<file path="config.mk">
export PLATFORM = sky130hd
export DESIGN_NAME = txframer
export DESIGN_NICKNAME = d
export VERILOG_FILES = /design/src/rtl/txframer_pkg.sv /design/src/rtl/txframer_bitclk.sv /design/src/rtl/txframer.sv
export SDC_FILE = /design/constraint.sdc
export NUM_CORES = 1
export LEC_CHECK = 0
export CORE_MARGIN = 4
export CORE_UTILIZATION = 56
export CTS_CLUSTER_DIAMETER = 150
export DETAILED_ROUTE_END_ITERATION = 16
export PLACE_DENSITY = 0.78
export SLEW_MARGIN = 20
export SYNTH_ARGS = -nofsm -noshare
export SYNTH_HDL_FRONTEND = slang
export SYNTH_SLANG_ARGS = --single-unit
</file>
<file path="constraint.sdc">
create_clock -name i_Pclk -period 2.45 [get_ports i_Pclk]
set_clock_uncertainty 0.2 [all_clocks]
set_input_delay 0.49 -clock i_Pclk [delete_from_list [all_inputs] [get_ports i_Pclk]]
set_output_delay 0.49 -clock i_Pclk [all_outputs]
set_load 0.02 [all_outputs]
</file>
<file path="src/rtl/txframer_pkg.sv">
// txframer shared definitions: parity modes, FSM states, parity helper.
// Included by every txframer source via import txframer_pkg::*.
package txframer_pkg;

  localparam int MAX_W = 9;

  localparam logic [1:0] PAR_NONE = 2'b00;
  localparam logic [1:0] PAR_EVEN = 2'b01;
  localparam logic [1:0] PAR_ODD  = 2'b10;
  localparam logic [1:0] PAR_MARK = 2'b11;

  typedef enum logic [2:0] {
    ST_IDLE,
    ST_START,
    ST_DATA,
    ST_PARITY,
    ST_STOP
  } state_t;

  typedef struct packed {
    logic [MAX_W-1:0] data;
    logic [1:0]       mode;
  } hold_t;

  // Data is zero-extended to MAX_W; extra zeros leave the XOR unchanged.
  function automatic logic parity_bit(
    input logic [MAX_W-1:0] data,
    input logic [1:0]       mode
  );
    logic p;
    p = ^data;
    case (mode)
      PAR_EVEN: return p;
      PAR_ODD:  return ~p;
      PAR_MARK: return 1'b1;
      default:  return 1'b0;
    endcase
  endfunction

endpackage

</file>
<file path="src/rtl/txframer_bitclk.sv">
// txbitclk: bit-period timer for the UART transmit framer.
// bit_end marks the last cycle of a bit, pre_end the cycle before it.
module txbitclk
  import txframer_pkg::*;
#(
  parameter int CLKS_PER_BIT = 16
) (
  input  logic i_Pclk,
  input  logic i_Rst,
  input  logic restart,
  output logic bit_end,
  output logic pre_end
);

  localparam int CW = (CLKS_PER_BIT > 2) ? $clog2(CLKS_PER_BIT) : 1;
  localparam logic [CW-1:0] LAST = CW'(CLKS_PER_BIT - 1);
  localparam logic [CW-1:0] PRE  = CW'(CLKS_PER_BIT - 2);

  logic [CW-1:0] cnt;

  // Count 0..CLKS_PER_BIT-1, held at zero while restart is high.
  always_ff @(posedge i_Pclk or posedge i_Rst) begin
    if (i_Rst) begin
      cnt <= '0;
    end else if (restart || cnt == LAST) begin
      cnt <= '0;
    end else begin
      cnt <= cnt + CW'(1);
    end
  end

  assign bit_end = !restart && (cnt == LAST);
  assign pre_end = !restart && (cnt == PRE);

endmodule

</file>
<file path="src/rtl/txframer.sv">
// txframer: UART transmit framer with one-word holding buffer.
// Optional break generator enabled by defining TXFRAMER_BREAK_EN.
module txframer
  import txframer_pkg::*;
#(
  parameter int DATA_W       = 8,
  parameter int CLKS_PER_BIT = 16,
  parameter int STOP_BITS    = 1
) (
  input  logic              i_Pclk,
  input  logic              i_Rst,
  input  logic              i_Valid,
  input  logic [DATA_W-1:0] i_Data,
  input  logic [1:0]        i_Parity,
`ifdef TXFRAMER_BREAK_EN
  input  logic              i_Break,
`endif
  output logic              o_Ready,
  output logic              o_Tx,
  output logic              o_Busy,
  output logic              o_Done
);

  localparam int IW = $clog2(DATA_W);

  if (STOP_BITS != 1 && STOP_BITS != 2) begin : g_bad_stop
    $error("txframer: STOP_BITS must be 1 or 2");
  end
  if (DATA_W < 5 || DATA_W > MAX_W) begin : g_bad_width
    $error("txframer: DATA_W must be 5..9");
  end
  if (CLKS_PER_BIT < 2) begin : g_bad_clks
    $error("txframer: CLKS_PER_BIT must be >= 2");
  end

  state_t            state;
  logic              buf_full;
  logic [DATA_W-1:0] buf_data;
  logic [1:0]        buf_mode;
  logic [DATA_W-1:0] shreg;
  logic [1:0]        mode_q;
  logic              par_q;
  logic [IW-1:0]     bit_idx;
  logic              stop_idx;
  logic              mark_wait;
  logic              brk_q;
  logic              brk_in;
  logic              bit_end;
  logic              pre_end;
  logic              restart;
  logic              last_data;
  logic              last_stop;
  logic              idle_go;
  logic              stop_end;
  logic              load;
  logic              accept;

`ifdef TXFRAMER_BREAK_EN
  assign brk_in = i_Break;
`else
  assign brk_in = 1'b0;
`endif

  assign last_data = (bit_idx == IW'(DATA_W - 1));
  assign last_stop = (stop_idx == 1'(STOP_BITS - 1));
  assign idle_go   = (state == ST_IDLE) && !brk_in && !mark_wait;
  assign stop_end  = (state == ST_STOP) && bit_end && last_stop;
  assign load      = buf_full && (idle_go || stop_end);
  assign restart   = (state == ST_IDLE) && (brk_in || !mark_wait);
  assign o_Ready   = !buf_full && !brk_q;
  assign accept    = i_Valid && o_Ready;

  txbitclk #(
    .CLKS_PER_BIT(CLKS_PER_BIT)
  ) u_bitclk (
    .i_Pclk (i_Pclk),
    .i_Rst  (i_Rst),
    .restart(restart),
    .bit_end(bit_end),
    .pre_end(pre_end)
  );

  // Holding buffer: fill on handshake, drain when the FSM loads it.
  always_ff @(posedge i_Pclk or posedge i_Rst) begin
    if (i_Rst) begin
      buf_full <= 1'b0;
      buf_data <= '0;
      buf_mode <= PAR_NONE;
    end else if (accept) begin
      buf_full <= 1'b1;
      buf_data <= i_Data;
      buf_mode <= i_Parity;
    end else if (load) begin
      buf_full <= 1'b0;
    end
  end

  // Break seen in IDLE blocks new words until it is released.
  always_ff @(posedge i_Pclk or posedge i_Rst) begin
    if (i_Rst) begin
      brk_q <= 1'b0;
    end else begin
      brk_q <= (state == ST_IDLE) && brk_in;
    end
  end

  // Frame FSM; o_Tx, o_Busy and o_Done are driven from here.
  always_ff @(posedge i_Pclk or posedge i_Rst) begin
    if (i_Rst) begin
      state     <= ST_IDLE;
      o_Tx      <= 1'b1;
      o_Busy    <= 1'b0;
      o_Done    <= 1'b0;
      shreg     <= '0;
      mode_q    <= PAR_NONE;
      par_q     <= 1'b0;
      bit_idx   <= '0;
      stop_idx  <= 1'b0;
      mark_wait <= 1'b0;
    end else begin
      o_Done <= (state == ST_STOP) && last_stop && pre_end;
      if (load) begin
        shreg  <= buf_data;
        mode_q <= buf_mode;
        par_q  <= parity_bit(MAX_W'(buf_data), buf_mode);
      end
      case (state)
        ST_IDLE: begin
          if (brk_in) begin
            mark_wait <= 1'b1;
            o_Tx      <= 1'b0;
          end else if (mark_wait) begin
            o_Tx <= 1'b1;
            if (bit_end) begin
              mark_wait <= 1'b0;
            end
          end else if (buf_full) begin
            state  <= ST_START;
            o_Busy <= 1'b1;
            o_Tx   <= 1'b0;
          end else begin
            o_Tx <= 1'b1;
          end
        end
        ST_START: begin
          if (bit_end) begin
            state   <= ST_DATA;
            bit_idx <= '0;
            o_Tx    <= shreg[0];
          end
        end
        ST_DATA: begin
          if (bit_end) begin
            if (!last_data) begin
              bit_idx <= bit_idx + IW'(1);
              shreg   <= {1'b0, shreg[DATA_W-1:1]};
              o_Tx    <= shreg[1];
            end else if (mode_q == PAR_NONE) begin
              state    <= ST_STOP;
              stop_idx <= 1'b0;
              o_Tx     <= 1'b1;
            end else begin
              state <= ST_PARITY;
              o_Tx  <= par_q;
            end
          end
        end
        ST_PARITY: begin
          if (bit_end) begin
            state    <= ST_STOP;
            stop_idx <= 1'b0;
            o_Tx     <= 1'b1;
          end
        end
        ST_STOP: begin
          if (bit_end) begin
            if (!last_stop) begin
              stop_idx <= stop_idx + 1'b1;
            end else if (buf_full) begin
              state <= ST_START;
              o_Tx  <= 1'b0;
            end else begin
              state  <= ST_IDLE;
              o_Busy <= 1'b0;
              o_Tx   <= 1'b1;
            end
          end
        end
        default: begin
          state  <= ST_IDLE;
          o_Busy <= 1'b0;
          o_Tx   <= 1'b1;
        end
      endcase
    end
  end

endmodule

</file>
-- Yosys cells after proc, flatten, opt, wreduce, memory -nomap -nowiden
Cells that the tools add are included.
- register bits: 37
- bits of input ports: 13
- add/subtract/negate cells: 3
- eq/ne operators: 21
- multiplexer cells: 48
- bitwise operators: 3
- reductions and logical operators: 26
- operators with widths (operator ; count):
    two-way mux 3 bit ; 12
    two-way mux 8 bit ; 4
    two-way mux 1 bit ; 25
    inequality test 2 bit (second input constant) ; 11
    one-hot mux 3 bit (5 select lines) ; 1
    AND reduction 6 bit ; 2
    logical AND 1 bit ; 9
    one-hot mux 1 bit (3 select lines) ; 3
    parity 9 bit ; 1
    == test 4 bit (second input constant) ; 2
    AND reduction 8 bit ; 1
    == test 3 x 2 -> 1 bit (second input constant) ; 2
    == test 3 bit (second input constant) ; 2
    one-hot mux 3 bit (2 select lines) ; 1
    one-hot mux 1 bit (5 select lines) ; 1
    AND reduction 5 bit ; 1
    adder 4 x 1 -> 4 bit (second input constant) ; 1
    == test 2 bit (second input constant) ; 2
    two-way mux 4 bit ; 1
    AND reduction 4 bit ; 1
    nonzero test 2 bit ; 2
    adder 3 x 1 -> 3 bit (second input constant) ; 1
    == test 3 x 1 -> 1 bit (second input constant) ; 1
    logical NOT 1 bit ; 3
    other kinds (8) ; 11

-- Longest topological paths before layout
Gate-level depths: netlist of run 1.
- depth after elaboration: 12
- gate-level depth with buffers: 7

-- Modules after synthesis
From an unflattened synthesis of run 1, not the netlist that was laid out.
- cell total of the unflattened synthesis: 165
- area total of the unflattened synthesis: 1788.0 sq um
- modules (own cells, without submodules) (module ; times used ; cells an instance ; area each (sq um) ; seq. area each (sq um)):
    txframer ; 1 ; 144 ; 1580.3 ; 802.0
    txbitclk ; 1 ; 21 ; 207.7 ; 100.1

-- Worst setup path before layout of run 1
Ideal clock, no wire load.
- kind: reg2reg
- start point: register bit_idx[0]
- end point: register bit_idx[0]
- data arrival time: 1.615 ns
- data required time: 2.125 ns
- setup slack: 0.510 ns
- stages on the path, launching flop included: 7
- path buffers: 0
- period minus slack after synthesis: 1.940 ns
- path through: dfrtp_1 -> ha_1 -> ha_1 -> nor2_1 -> a21oi_1 -> nor3_1 -> mux2_2
- word-level cells in the longest chain between the ends: 4
- elaborated cells on any way between the ends: 7
- ends and longest elaborated chain (what ; line ; text):
    start: declaration ; txframer.sv:43 ; logic [IW-1:0] bit_idx;
    start signal: assignment ; txframer.sv:155 ; bit_idx <= bit_idx + IW'(1);
    adder 3 x 1 -> 3 bit ; txframer.sv:155 ;
    two-way mux 3 bit ; txframer.sv:154 ; if (!last_data) begin
    two-way mux 3 bit ; txframer.sv:153 ; if (bit_end) begin
    one-hot mux 3 bit (2 select lines) ; txframer.sv:127 ; case (state)
Parallel ways exist; a longest one is shown, timed or not. The select of a mux whose other input is x is not followed.
A chain may end at the register's enable or synchronous reset.

-- Worst setup path in the final report of run 1
- start point: register buf_full
- end point: output o_Ready
- word-level cells in the longest chain between the ends: 1
- ends and longest elaborated chain (what ; line ; text):
    start: declaration ; txframer.sv:37 ; logic buf_full;
    start signal: assignment ; txframer.sv:86 ; buf_full <= 1'b0;
    start signal: assignment ; txframer.sv:90 ; buf_full <= 1'b1;
    start signal: assignment ; txframer.sv:94 ; buf_full <= 1'b0;
    logical NOT 1 bit ; txframer.sv:70 ; assign o_Ready = !buf_full && !brk_q;
    end: declaration ; txframer.sv:18 ; output logic o_Ready,
Every way passes these cells.

==> summary.md, run 1 <==
| Metric | Value |
|---|---|
| Final Cycle Share | `0.887` |
| Setup TNS | `0 ps` |
| First-pass DRT Iterations | `6` |
| Die Area | `4090 um2` |
| Worst Path Arrival | `1480 ps` |
| Maxcap violations | `0` |
| Die extent in x | `64.0 um` |
| CTS sink count | `36` |
| Final wirelength | `3180 um` |
| Synth async-reset ratio | `1.00` |
| Initial antenna violation count | `0` |
| Worst Tran Pin Value | `502 ps` |
| Syn avg cell area | `10.0 um2` |
| Critical path peak fanout | `7` |
| CP Buf/Inv Count | `2` |
| Worst path required time | `1760 ps` |
| Final Hold Fails | `0` |
| CTS buffer count | `5` |
| Mapped Cells | `175` |
| Sequential area share after synthesis | `0.514` |
| Final setup violating endpoints | `0` |
| I/O pins | `17` |
| Placed wire-length estimate | `2400 um` |
| Vias in the first global route | `1248` |
| Port Buffers | `16` |
| CTS tree | `yes` |
| Post-DRT Antenna Nets | `0` |
| Most frequent cells in the layout | `dfrtp_1 (35), nand2_1 (29), nor2_1 (23), clkdlybuf4s50_1 (16), mux2_2 (12)` |
| Slew Limit Fails | `0` |
| Area of the multi-input gates | `785 um2` |
| Num rows | `20` |
| ANT cells | `0` |
| Critical Path Source Type | `flop` |
| Clock root buffer | `clkbuf_4` |
| CP peak stage delay | `600 ps` |
| Status | `finished, final reports clean` |
| Tmin final | `2170 ps` |
| Post-DR wirelength/cell | `13.4 um` |
| Synth warn | `0` |
| Pwr Density | `1220 nW/um2` |
| Die Y | `64.0 um` |
| Initial Utilization | `0.580` |
| Place WS | `311 ps` |
| Worst skew pair latency | `340 ps` |
| Final Util | `0.679` |
| Critical path class | `reg2out` |
| Total gr overflow | `0` |
| Number of synthesized flops with an enable pin | `0` |
| Vias | `1267` |
| Syn_nets | `192` |
| Crit path max-delay family | `buffers and inverters` |
| DRC Markers | `0` |
| First-pass GRT wire length | `5530 um` |
| CTS clk-pin slew, worst paths | `110 ps` |
| CTS max path bufs | `2` |
| Lkg Pwr | `0.907 nW` |
| CP Capture Type | `output port` |
| CTS resizes | `0` |
| Relative slew margins | `0.663` |
| GPL Wtd Cong | `0.798` |
| Synth unique cells | `38` |
| Fillcell total | `246` |
| Final #Nets | `210` |
| Post-CTS Setup Bufs | `0` |
| Reg area | `902 um2` |
| Post-synthesis cell area | `1760 um2` |
| Register bit total from synthesis | `36` |
| Area grow syn2layout | `17.0%` |
| Most common cell after layout, fill and taps aside | `dfrtp_1` |
| Slowest cell on crit path | `clkdlybuf4s50_1` |
| RSZ-0062 raised after global routing | `false` |
| Share of cells above drive strength 1 | `0.149` |
| Detailed router's first-iteration violation count | `77` |
| Fmax | `460 MHz` |
| Ys flop type | `dfrtp_1` |
| Post-CTS Hold Buffers | `0` |
| Core Box Area | `3030 um2` |
| VDD IR max | `0.738 mV` |
| Largest net degree at the start of global routing | `26` |
| Drt via density | `5.32` |
| Crit-path cells | `inv_1, clkdlybuf4s50_1` |
| Worst Hold Class | `in2async` |
| GRT Util Overall | `0.171` |
| PnR worst setup slack | `277 ps` |
| H-tree levels | `2` |
## worst register-to-register path, stage by stage (launching register included)
cell	delay, ps
dfrtp_1	420
ha_1	210
ha_1	250
nor2_1	110
a21oi_1	70
nor3_1	410
mux2_2	390
## worst paths after layout
path	start	to	slack (ps)	cells after the start
setup / recovery	buf_full$_DFFE_PP0P_	o_Ready	280	2
hold / removal	i_Rst	state[2]$_DFFE_PP0P_	260	2
setup reg to reg	bit_idx[0]$_DFFE_PP0P_	bit_idx[0]$_DFFE_PP0P_	290	6
hold reg to reg	u_bitclk.cnt[0]$_DFF_PP0_	u_bitclk.cnt[0]$_DFF_PP0_	290	1
max in group asynchronous	i_Rst	buf_data[3]$_DFFE_PP0P_	1290	3
min in group i_Pclk	u_bitclk.cnt[0]$_DFF_PP0_	u_bitclk.cnt[0]$_DFF_PP0_	290	1
## per-layer routing
metal,global-route usage,share of wire,vias to the layer above
met5,0,0,-
li1,-,-,625
met3,0.0545,0.042,5
met2,0.259,0.50,29
met1,0.233,0.45,608
met4,0.0566,0.014,0
## report_power, final
group,switching (mW),total (mW),internal (mW)
logic,0.450,0.975,0.526
clock network,0.199,0.470,0.271
registers,0.231,1.07,0.839
total,0.880,2.52,1.64
## cells by family (layout without fill, tap and decap cells)
group / after synthesis / count (layout) / share of synthesized area
AO/OA/AOI/OAI: 25 / 25 / 0.0898
adder cells (fa/ha/maj): 4 / 4 / 0.0285
flip-flops: 36 / 36 / 0.514
XOR/XNOR: 9 / 9 / 0.0449
AND/OR/NAND/NOR: 74 / 74 / 0.201
buffers and inverters: 14 / 33 / 0.0392
multiplexers: 13 / 13 / 0.0827
## flip-flops by register name, indices dropped and copies added (netlist names)
| register | count |
|---|---|
| u_bitclk.cnt | 4 |
| buf_full | 1 |
| buf_mode | 2 |
| o_Done | 1 |
| buf_data | 8 |
| mark_wait | 1 |
| state | 3 |
| par_q | 1 |
| mode_q | 2 |
| bit_idx | 3 |
| o_Tx | 1 |
| o_Busy | 1 |
| shreg | 8 |
## metrics by stage
step | cells | power (mW) | hold WS, ps | instance area (um2)
4_1_cts | 238 | 2.53 | 276 | 2050
2_1_floorplan | 175 | 1.83 | 241 | 1760
6_report | 238 | 2.52 | 261 | 2050
3_3_place_gp | 230 | 2.01 | 261 | 1960
5_1_grt | 238 | 2.70 | 298 | 2050
3_5_place_dp | 230 | 2.06 | 264 | 1960
## cell usage after synthesis (2+ instances only)
cell / instances / area share
mux2_2: 12 / 0.077
xnor2_1: 7 / 0.035
o211ai_1: 2 / 0.0086
dfrtp_1: 35 / 0.50
nand4_1: 2 / 0.0071
o22ai_1: 3 / 0.011
nand2b_1: 2 / 0.0071
xor2_1: 2 / 0.010
inv_1: 6 / 0.013
buf_2: 4 / 0.011
nand2_1: 29 / 0.062
a31oi_1: 7 / 0.025
nand3b_1: 2 / 0.0086
nand3_1: 4 / 0.011
o21ai_0: 6 / 0.017
ha_1: 4 / 0.029
or3_1: 2 / 0.0071
a21oi_1: 2 / 0.0057
clkbuf_1: 2 / 0.0043
nor2_1: 23 / 0.049
nor2b_1: 2 / 0.0071
## cell type report
| type | count | share of cell area |
|---|---|---|
| Clock buffer | 7 | 0.0317 |
| Clock inverter | 1 | 0.0146 |
| Inverter | 6 | 0.0110 |
| Multi-Input combinational cell | 125 | 0.382 |
| Sequential cell | 36 | 0.439 |
| Tap cell | 44 | 0.0268 |
| Timing Repair Buffer | 19 | 0.0950 |
(Power assumes the default switching activity.)
==> run 2: changes to the inputs <==
--- a/config.mk
+++ b/config.mk
@@ -9,6 +9,7 @@
 export CORE_UTILIZATION = 56
 export CTS_CLUSTER_DIAMETER = 150
 export DETAILED_ROUTE_END_ITERATION = 16
+export GPL_TIMING_DRIVEN = 0
 export PLACE_DENSITY = 0.78
 export SLEW_MARGIN = 20
 export SYNTH_ARGS = -nofsm -noshare
==> summary.md, run 2 (synthesized netlist as in run 1, its figures left out) <==
| Metric | Value |
|---|---|
| Status | `finished, final reports clean (unchanged)` |
| Post-DR wirelength/cell | `12.4 um (was 13.4 um)` |
| Tmin final | `2170 ps (about the same)` |
| Most used cell, CP | `ha_1` |
| VDD IR max | `0.702 mV (was 0.738 mV)` |
| CTS clk-pin slew, worst paths | `100 ps (was 110 ps)` |
| Finished Cell Area | `2020 um2 (was 2050 um2)` |
| Drt via density | `5.18 (was 5.32)` |
| H-tree levels | `2 (unchanged)` |
| CTS resizes | `0 (unchanged)` |
| Worst Path Arrival | `2210 ps (was 1480 ps)` |
| First-pass DRT Iterations | `4 (was 6)` |
| First-pass GRT wire length | `5420 um (was 5530 um)` |
| Share of cells above drive strength 1 | `0.157 (was 0.149)` |
| Top flop regs | `buf_data x8, shreg x8, u_bitclk.cnt x4 (unchanged)` |
| Post-DRT Antenna Nets | `0 (unchanged)` |
| Core Box Area | `3030 um2 (unchanged)` |
| Vias | `1254 (was 1267)` |
| CTS max path bufs | `2 (unchanged)` |
| Reg power frac | `0.440 (was 0.425)` |
| Vias in the first global route | `1235 (was 1248)` |
| Num rows | `20 (unchanged)` |
| R2R setup slack | `280 ps (was 290 ps)` |
| CP peak stage delay | `430 ps (was 600 ps)` |
| Slowest cell on crit path | `nor3_1 (was clkdlybuf4s50_1)` |
| RSZ-0062 raised after global routing | `false (unchanged)` |
| Crit-path cells | `ha_1, ha_1, nor2_1, a21oi_1, nor3_1, mux2_2 (was inv_1, clkdlybuf4s50_1)` |
| Area post-placement | `1970 um2 (was 1960 um2)` |
| Pwr Density | `1160 nW/um2 (was 1220 nW/um2)` |
| Power share of the combinational group | `0.435 (was 0.388)` |
| Port Buffers | `16 (unchanged)` |
| Final setup violating endpoints | `0 (unchanged)` |
| Relative slew margins | `0.526 (was 0.663)` |
| Die extent in x | `64.0 um (unchanged)` |
| CP Capture Type | `flop (was output port)` |
| Clk pwr share | `0.125 (was 0.187)` |
| Final Hold Fails | `0 (unchanged)` |
| GRT Util Overall | `0.172 (was 0.171)` |
| Post-CTS Setup Bufs | `0 (unchanged)` |
| Initial Utilization | `0.580 (unchanged)` |
| Detailed router's first-iteration violation count | `59 (was 77)` |
| Fmax | `460 MHz (about the same)` |
| Final #Nets | `215 (was 210)` |
| Setup TNS | `0 ps (unchanged)` |
| CTS buffer count | `5 (unchanged)` |
| NetSw | `0.854 mW (was 0.880 mW)` |
| Die Area | `4090 um2 (unchanged)` |
| Placed wire-length estimate | `2270 um (was 2400 um)` |
| Worst Tran Pin Value | `709 ps (was 502 ps)` |
| Maxcap violations | `0 (unchanged)` |
| I/O pins | `17 (unchanged)` |
| Internal Power | `1.48 mW (was 1.64 mW)` |
| Die Y | `64.0 um (unchanged)` |
| Worst Hold Class | `reg2reg (was in2async)` |
| Lkg Pwr | `0.889 nW (was 0.907 nW)` |
| Critical path peak fanout | `6 (was 7)` |
| Total gr overflow | `0 (unchanged)` |
| GPL Wtd Cong | `0.740 (was 0.798)` |
| Initial antenna violation count | `0 (unchanged)` |
| Final Cycle Share | `0.887 (about the same)` |
| CTS sink count | `36 (unchanged)` |
| Post-CTS Hold Buffers | `0 (unchanged)` |
| Slew Limit Fails | `0 (unchanged)` |
| Critical path class | `reg2reg (was reg2out)` |
| DRC Markers | `0 (unchanged)` |
| Most common cell after layout, fill and taps aside | `dfrtp_1 (unchanged)` |
| Critical Path Source Type | `flop (unchanged)` |
| ANT cells | `0 (unchanged)` |
| Power consumption | `2.33 mW (was 2.52 mW)` |
| Largest net degree at the start of global routing | `37 (was 26)` |
| Final wirelength | `3010 um (was 3180 um)` |
| Area grow syn2layout | `14.9% (was 17.0%)` |
| Switch share | `0.366 (was 0.350)` |
| Most frequent cells in the layout | `dfrtp_1 (35), nand2_1 (29), nor2_1 (23), clkdlybuf4s50_1 (16), mux2_2 (12) (unchanged)` |
| Clock root buffer | `clkbuf_4 (unchanged)` |
| Fillcell total | `240 (was 246)` |
| Worst path required time | `2480 ps (was 1760 ps)` |
| Worst skew pair latency | `330 ps (was 340 ps)` |
| CTS tree | `yes (unchanged)` |
-- run 2: final cells by class --
class	instances	area [um2]	share of cell area
plain buffers	8	46.3	0.0230
clock buffers	6	41.3	0.0205
clock inverters	1	5.00	0.00248
inverters	6	22.5	0.0112
multi-input cells	125	785	0.389
flip-flops and latches	36	902	0.447
well taps	44	55.1	0.0273
repair buffers	16	160	0.0794
-- run 2: through the flow --
stage	utilization	hold WS (ps)	setup slack, ps	instances
after floorplan	-	241	510	175
after global placement	0.651	260	251	235
after detailed placement	0.651	264	220	235
after CTS	0.666	291	268	242
after global routing	0.666	339	132	242
final	0.666	282	276	242
-- run 2: worst max-delay path, delay by kind of cell (launching register included) --
family	cells	cell delay, ps
AO/OA/AOI/OAI	1	70
adder cells (fa/ha/maj)	2	460
flip-flops	1	410
multiplexers	1	390
AND/OR/NAND/NOR	2	540
-- run 2: power by group through the flow --
| stage | logic [mW] | clock network, mW | registers [mW] |
|---|---|---|---|
| final | 1.02 | 0.291 | 1.03 |
| after global routing | 1.15 | 0.331 | 1.07 |
| after CTS | 1.02 | 0.301 | 1.03 |
| after detailed placement | 1.02 | 0 | 1.04 |
| after global placement | 0.988 | 0 | 1.03 |
| after floorplan | 0.827 | 0 | 1.01 |
-- run 2: layer usage --
metal | GRT usage | vias to the layer above | part of all wire
li1 | - | 635 | -
met1 | 0.232 | 582 | 0.48
met2 | 0.254 | 31 | 0.45
met3 | 0.0580 | 6 | 0.051
met4 | 0.0647 | 0 | 0.015
met5 | 0 | - | 0
-- run 2: final timing paths --
check                                       startpoint  cells after the start                       to
worst max register to register  bit_idx[0]$_DFFE_PP0P_                      6   bit_idx[0]$_DFFE_PP0P_
worst min-delay path             mode_q[1]$_DFFE_PP0N_                      2    mode_q[1]$_DFFE_PP0N_
worst max-delay path            bit_idx[0]$_DFFE_PP0P_                      6   bit_idx[0]$_DFFE_PP0P_
min in group asynchronous                        i_Rst                      2     state[2]$_DFFE_PP0P_
max in group asynchronous                        i_Rst                      2  buf_data[5]$_DFFE_PP0P_
worst min register to register   mode_q[1]$_DFFE_PP0N_                      2    mode_q[1]$_DFFE_PP0N_
